===== config.mk =====
export PLATFORM = sky130hd
export DESIGN_NAME = uart_tx_arb_flat
export DESIGN_NICKNAME = d
export VERILOG_FILES = /design/src/rtl/uart_tx_arb_if.sv /design/src/rtl/uart_tx_arb.sv /design/src/flat_wrapper.sv
export SDC_FILE = /design/constraint.sdc
export NUM_CORES = 1
export LEC_CHECK = 0
export BUFFER_PORTS_ARGS = -buffer_cell sky130_fd_sc_hd__buf_2
export CAP_MARGIN = 20
export CELL_PAD_IN_SITES_DETAIL_PLACEMENT = 0
export CELL_PAD_IN_SITES_GLOBAL_PLACEMENT = 2
export CORE_UTILIZATION = 26
export DETAILED_ROUTE_END_ITERATION = 8
export PLACE_DENSITY_LB_ADDON = 0.1
export SLEW_MARGIN = 40
export SYNTH_ARGS = -nofsm -noshare
export SYNTH_HDL_FRONTEND = slang
export SYNTH_SLANG_ARGS = --single-unit

===== constraint.sdc =====
create_clock -name aclk -period 2.4 [get_ports aclk]
set_clock_uncertainty 0.15 [all_clocks]
set_input_delay 0.48 -clock aclk [delete_from_list [all_inputs] [get_ports aclk]]
set_output_delay 0.48 -clock aclk [all_outputs]
set_load 0.005 [all_outputs]

===== src/rtl/uart_tx_arb_if.sv =====
// Byte-stream bundle between the requesters, the arbiter and the shared UART TX FIFO.
// The arbiter sits on the slave side; the requesters and the FIFO together form the master side.
interface uart_tx_arb_if #(
  parameter int NUM_REQ = 4
);
  logic [NUM_REQ*8-1:0] req_data;
  logic [NUM_REQ-1:0]   req_valid;
  logic [NUM_REQ-1:0]   req_last;
  logic [NUM_REQ-1:0]   req_ready;
  logic [7:0]           tx_fifo_data;
  logic                 tx_fifo_valid;
  logic                 tx_fifo_ready;

  modport master (
    output req_data, req_valid, req_last, tx_fifo_ready,
    input  req_ready, tx_fifo_data, tx_fifo_valid
  );

  modport slave (
    input  req_data, req_valid, req_last, tx_fifo_ready,
    output req_ready, tx_fifo_data, tx_fifo_valid
  );
endinterface


===== src/rtl/uart_tx_arb.sv =====
// Round-robin packet arbiter that feeds several byte streams into one UART TX FIFO.
// A granted requester keeps the FIFO until its last byte or an idle timeout.
module uart_tx_arb #(
  parameter int NUM_REQ = 4,
  parameter int TIMEOUT = 4096,
  localparam int GW = (NUM_REQ > 1) ? $clog2(NUM_REQ) : 1,
  localparam int CW = (TIMEOUT > 1) ? $clog2(TIMEOUT) : 1
) (
  input  logic          aclk,
  input  logic          aresetn,
  uart_tx_arb_if.slave  bus,
  output logic [GW-1:0] grant_id,
  output logic          busy,
  output logic          err_timeout
);

  typedef enum logic [1:0] {
    ARB_IDLE = 2'b00,
    ARB_XFER = 2'b01
  } state_e;

  localparam logic [CW-1:0] CNT_MAX = CW'(TIMEOUT - 1);

  state_e               state_q, state_d;
  logic [GW-1:0]        grant_q, grant_d;
  logic [GW-1:0]        last_q, last_d;
  logic [CW-1:0]        cnt_q, cnt_d;
  logic [7:0]           data_q, data_d;
  logic                 valid_q, valid_d;
  logic                 err_q, err_d;

  logic [GW-1:0]        sel;
  logic                 sel_found;
  int                   rr_idx;
  logic [GW-1:0]        rr_sel;
  logic                 ready_g;
  logic                 g_valid;
  logic                 g_last;
  logic [7:0]           g_data;
  logic                 accept;
  logic                 stall;
  logic [NUM_REQ-1:0]   ready_vec;

  // First valid requester, searching upward from the one after the previous grantee.
  always_comb begin
    sel       = '0;
    sel_found = 1'b0;
    rr_idx    = 0;
    rr_sel    = '0;
    for (int k = 1; k <= NUM_REQ; k++) begin
      rr_idx = int'(last_q) + k;
      if (rr_idx >= NUM_REQ) begin
        rr_idx = rr_idx - NUM_REQ;
      end
      rr_sel = GW'(rr_idx);
      if (!sel_found && bus.req_valid[rr_sel]) begin
        sel       = rr_sel;
        sel_found = 1'b1;
      end
    end
  end

  always_comb begin
    g_valid   = bus.req_valid[grant_q];
    g_last    = bus.req_last[grant_q];
    g_data    = bus.req_data[grant_q*8 +: 8];
    ready_g   = !valid_q || bus.tx_fifo_ready;
    accept    = (state_q == ARB_XFER) && g_valid && ready_g;
    stall     = valid_q && !bus.tx_fifo_ready;
    ready_vec = '0;
    if (state_q == ARB_XFER) begin
      ready_vec[grant_q] = ready_g;
    end
  end

  always_comb begin
    state_d = state_q;
    grant_d = grant_q;
    last_d  = last_q;
    cnt_d   = cnt_q;
    data_d  = data_q;
    valid_d = valid_q;
    err_d   = 1'b0;

    if (valid_q && bus.tx_fifo_ready) begin
      valid_d = 1'b0;
    end
    if (accept) begin
      data_d  = g_data;
      valid_d = 1'b1;
    end

    case (state_q)
      ARB_IDLE: begin
        if (sel_found) begin
          grant_d = sel;
          cnt_d   = '0;
          state_d = ARB_XFER;
        end
      end
      ARB_XFER: begin
        if (accept) begin
          cnt_d = '0;
          if (g_last) begin
            state_d = ARB_IDLE;
            last_d  = grant_q;
          end
        // Only a silent requester ages the grant; a FIFO stall freezes the count.
        end else if (!g_valid && !stall) begin
          if (cnt_q == CNT_MAX) begin
            state_d = ARB_IDLE;
            last_d  = grant_q;
            err_d   = 1'b1;
            cnt_d   = '0;
          end else begin
            cnt_d = cnt_q + 1'b1;
          end
        end
      end
      default: begin
        state_d = ARB_IDLE;
      end
    endcase
  end

  always_ff @(posedge aclk or negedge aresetn) begin
    if (!aresetn) begin
      state_q <= ARB_IDLE;
      grant_q <= '0;
      last_q  <= GW'(NUM_REQ - 1);
      cnt_q   <= '0;
      data_q  <= 8'h00;
      valid_q <= 1'b0;
      err_q   <= 1'b0;
    end else begin
      state_q <= state_d;
      grant_q <= grant_d;
      last_q  <= last_d;
      cnt_q   <= cnt_d;
      data_q  <= data_d;
      valid_q <= valid_d;
      err_q   <= err_d;
    end
  end

  assign bus.req_ready     = ready_vec;
  assign bus.tx_fifo_data  = data_q;
  assign bus.tx_fifo_valid = valid_q;
  assign grant_id          = grant_q;
  assign busy              = (state_q == ARB_XFER);
  assign err_timeout       = err_q;

endmodule


===== src/flat_wrapper.sv =====
// flat-port wrapper written by rule: the top's interface ports become plain ports
module uart_tx_arb_flat 
#(
  parameter int NUM_REQ = 4,
  parameter int TIMEOUT = 4096,
  localparam int GW = (NUM_REQ > 1) ? $clog2(NUM_REQ) : 1,
  localparam int CW = (TIMEOUT > 1) ? $clog2(TIMEOUT) : 1
)
  (aclk, aresetn, grant_id, busy, err_timeout, bus_req_data, bus_req_valid, bus_req_last, bus_tx_fifo_ready, bus_req_ready, bus_tx_fifo_data, bus_tx_fifo_valid);
  uart_tx_arb_if #(.NUM_REQ(NUM_REQ)) bus_i ();
  input  logic aclk;
  input  logic aresetn;
  output logic [GW-1:0] grant_id;
  output logic busy;
  output logic err_timeout;
  input wire logic [$bits(bus_i.req_data)-1:0] bus_req_data;
  input wire logic [$bits(bus_i.req_valid)-1:0] bus_req_valid;
  input wire logic [$bits(bus_i.req_last)-1:0] bus_req_last;
  input wire logic [$bits(bus_i.tx_fifo_ready)-1:0] bus_tx_fifo_ready;
  output wire logic [$bits(bus_i.req_ready)-1:0] bus_req_ready;
  output wire logic [$bits(bus_i.tx_fifo_data)-1:0] bus_tx_fifo_data;
  output wire logic [$bits(bus_i.tx_fifo_valid)-1:0] bus_tx_fifo_valid;
  assign bus_i.req_data = bus_req_data;
  assign bus_i.req_valid = bus_req_valid;
  assign bus_i.req_last = bus_req_last;
  assign bus_i.tx_fifo_ready = bus_tx_fifo_ready;
  assign bus_req_ready = bus_i.req_ready;
  assign bus_tx_fifo_data = bus_i.tx_fifo_data;
  assign bus_tx_fifo_valid = bus_i.tx_fifo_valid;
  uart_tx_arb #(.NUM_REQ(NUM_REQ), .TIMEOUT(TIMEOUT)) u_core (.aclk(aclk), .aresetn(aresetn), .bus(bus_i), .grant_id(grant_id), .busy(busy), .err_timeout(err_timeout));
endmodule

==> impl_metrics.ini <==
[floorplanning]
dieArea_mm2 = 0.006537
start_util_pct = 27.14
die_height_um = 80.85
rows = 28
die_x_um = 80.85
io_pins = 60
design.core.area_mm2 = 0.005956

[global_route]
antenna_found_initial = 0
grt_max_degree = 28
grt_use_total_pct = 13.82
first_global_vias = 1489
grt_pass1_wl_mm = 6.879
grt_overflow = 0

[critical_path]
critPathLaunchType = register
cp-end-kind = register
cpPeakStageDelay_ns = 0.53
crit_slowest_cell = mux4_2
path_cells = mux4_2 -> nand3b_4 -> or3_1 -> or3_1 -> o21ai_2
cp_max_fo = 8
arrival_ns = 2.33
cp_common_cell = or3_1
critical_path.top_delay_family = simple AND/OR/NAND/NOR gates
worst_ep_required_time_ns = 2.46
cp_num_buf_inv = 0
critPathKind = register to register

[logic_synthesis]
synth-seq-cells = 27
yosys_warnings = 0
ys_top_cells_by_area = dfrtp_1 39%, mux4_2 11%, mux2_2 7.7%
yosysUniqueCellTypes = 36
synthCells = 152
syn-cell-area_mm2 = 0.001617
yosys.cell_count.top_type = dfrtp_1
syn_nets = 196
synth.avg_cell_area_um2 = 10.64
synth_top_area_share_pct = 38.70
synth_flop_cell = dfrtp_1
synth_common_cells = 25 x dfrtp_1, 13 x nand2_1, 13 x nor2_1
synth_seq_area_share_pct = 41.95
async_flop_share_pct = 100.0
yosysTopAreaCell = dfrtp_1
synth-edff-count = 0

[timing]
relSlewSlack_pct = 58.00
tightest_slew_ns = 0.6299
fmax_mhz = 440.7
finalSetupViolations = 0
hold_viol = 0
fin_crit_sh_pct = 94.54
grt_setup_unrepaired = false
period_minus_slack_ns = 2.269
final_max_slew_viol_count = 0

[cts]
cts_sinks = 27
cts-root-buf = clkbuf_8
cts_made_buffers = 3
cts_buffer_depth = 2
clkTransAtPathRegs_ns = 0.09
cts_resized = 0
cts-htree-levels = 1
cts_setup_buffers = 0
cts_tree = yes
ctsHoldBuffers = 0
clock_latency_ns = 0.27

[detailed_routing]
drt.antenna.violating_nets = 0
wl_per_cell_um = 14.32
drtIter0Drc = 40
viasPerCell = 4.766
num_vias = 1406
routed_wl_mm = 4.225
route.detailed.drc = 0
drt_first_pass_iters = 4

[power]
seq_power_share_pct = 33.7
powerDensity_mw_per_mm2 = 1002
clkPwrFrac_pct = 12.5
p_comb_share_pct = 53.8
total_leakage_power_nw = 0.9770
p_sw_share_pct = 37.46
irDropWorstVdd_v = 0.0004021
power.internal_mw = 1.323
switchingPower_mw = 0.7925

[finish]
area_growth_syn_to_layout_pct = 30.65
drive_gt1_share_pct = 45.00
final_nets = 265
final_util_pct = 35.46
fin_area_mm2 = 0.002112
antennaDiodeCount = 0

[placement]
dp_hpwl_mm = 3.325
place_congestion = 0.7192
io_buffers = 59
place_area_mm2 = 0.002067

[run]
drv_cap = 0

[worst_hold_path]
hold_path_class = primary input to async pin

[run_status]
status = completed
[path summary, 6_finish.rpt]
kind | from | endpoint | slack (ns) | cells after the start
setup / recovery | u_core.grant_id[0] | u_core.cnt_q[5] | 0.13 | 5
hold / removal | aresetn | u_core.bus.tx_fifo_data[0] | 0.06 | 1
setup reg to reg | u_core.grant_id[0] | u_core.cnt_q[5] | 0.13 | 5
hold reg to reg | u_core.bus.tx_fifo_data[2] | u_core.bus.tx_fifo_data[2] | 0.36 | 1
max in group asynchronous | aresetn | u_core.bus.tx_fifo_data[4] | 1.63 | 1
min in group aclk | u_core.bus.tx_fifo_data[2] | u_core.bus.tx_fifo_data[2] | 0.36 | 1
[placed cells by master, fill, tap and decap left out, types with 5 or more instances in the layout]
master,Yosys,layout
nand2_1,13,13
mux4_2,8,8
dfrtp_1,25,25
a21oi_1,7,7
nor2_1,13,13
o21ai_0,10,10
buf_4,0,14
buf_2,2,59
or3_1,5,5
mux2_2,11,11
nand3_1,8,8
inv_1,7,7
[state kept, by name (all words and copies together), names as in the netlist]
name / cells
u_core.bus.tx_fifo_valid: 1
u_core.last_q: 2
u_core.state_q: 1
u_core.grant_id: 2
u_core.cnt_q: 12
u_core.err_timeout: 1
u_core.bus.tx_fifo_data: 8
[worst reg2reg max path, cell delays in order (launching register included)]
cell,delay (ns)
dfrtp_1,0.38
mux4_2,0.53
nand3b_4,0.17
or3_1,0.49
or3_1,0.41
o21ai_2,0.07
[cell families (layout without fill, tap and decap cells)]
kind of cell | count (synthesis) | in the layout | synth area share [%]
mux | 24 | 24 | 23.92
simple gates | 56 | 56 | 18.04
flops | 27 | 27 | 41.95
fa+ha+maj | 1 | 1 | 0.7739
buf+inv | 16 | 84 | 4.335
compound gates | 28 | 28 | 10.99
[final cells by class]
| class | count | area [um2] |
|---|---|---|
| Sequential cell | 27 | 678.2 |
| Inverter | 7 | 26.28 |
| Timing Repair Buffer | 73 | 400.4 |
| Clock buffer | 4 | 45.04 |
| Tap cell | 75 | 93.84 |
| Multi-Input combinational cell | 109 | 868.3 |
| Fill cell | 635 | 3844 |
[per-layer routing]
metal / part of all wire [%] / wire length [um] / vias to the layer above / track usage [%]
li1: - / - / 704 / -
met1: 44 / 1852 / 656 / 16.98
met2: 50 / 2107 / 41 / 24.45
met3: 5.0 / 211 / 5 / 2.022
met4: 1.3 / 54 / 0 / 4.821
met5: 0 / 0 / - / 0
[power by group through the flow]
stage                     Clock, mW  Sequential [mW]  Combinational, mW
final                         0.264            0.714               1.14
after global routing          0.297            0.736               1.27
after CTS                     0.280            0.714               1.17
after detailed placement          0            0.724               1.17
after global placement            0            0.719               1.15
after floorplan                   0            0.699              0.765
[per-stage QoR]
stage / TNS [ns] / setup WS (ns) / total power, mW / std cells / hold WS, ns
5_1_grt: 0 / 0.03257 / 2.304 / 295 / 0.1099
4_1_cts: 0 / 0.1129 / 2.167 / 295 / 0.08418
6_report: 0 / 0.1311 / 2.116 / 295 / 0.06313
3_5_place_dp: -0.08383 / -0.06213 / 1.893 / 291 / 0.3397
2_1_floorplan: 0 / 0.06855 / 1.464 / 152 / 0.03441
3_3_place_gp: -0.007902 / -0.007902 / 1.870 / 291 / 0.3359
Note: power is estimated with default switching activity, not from simulation.
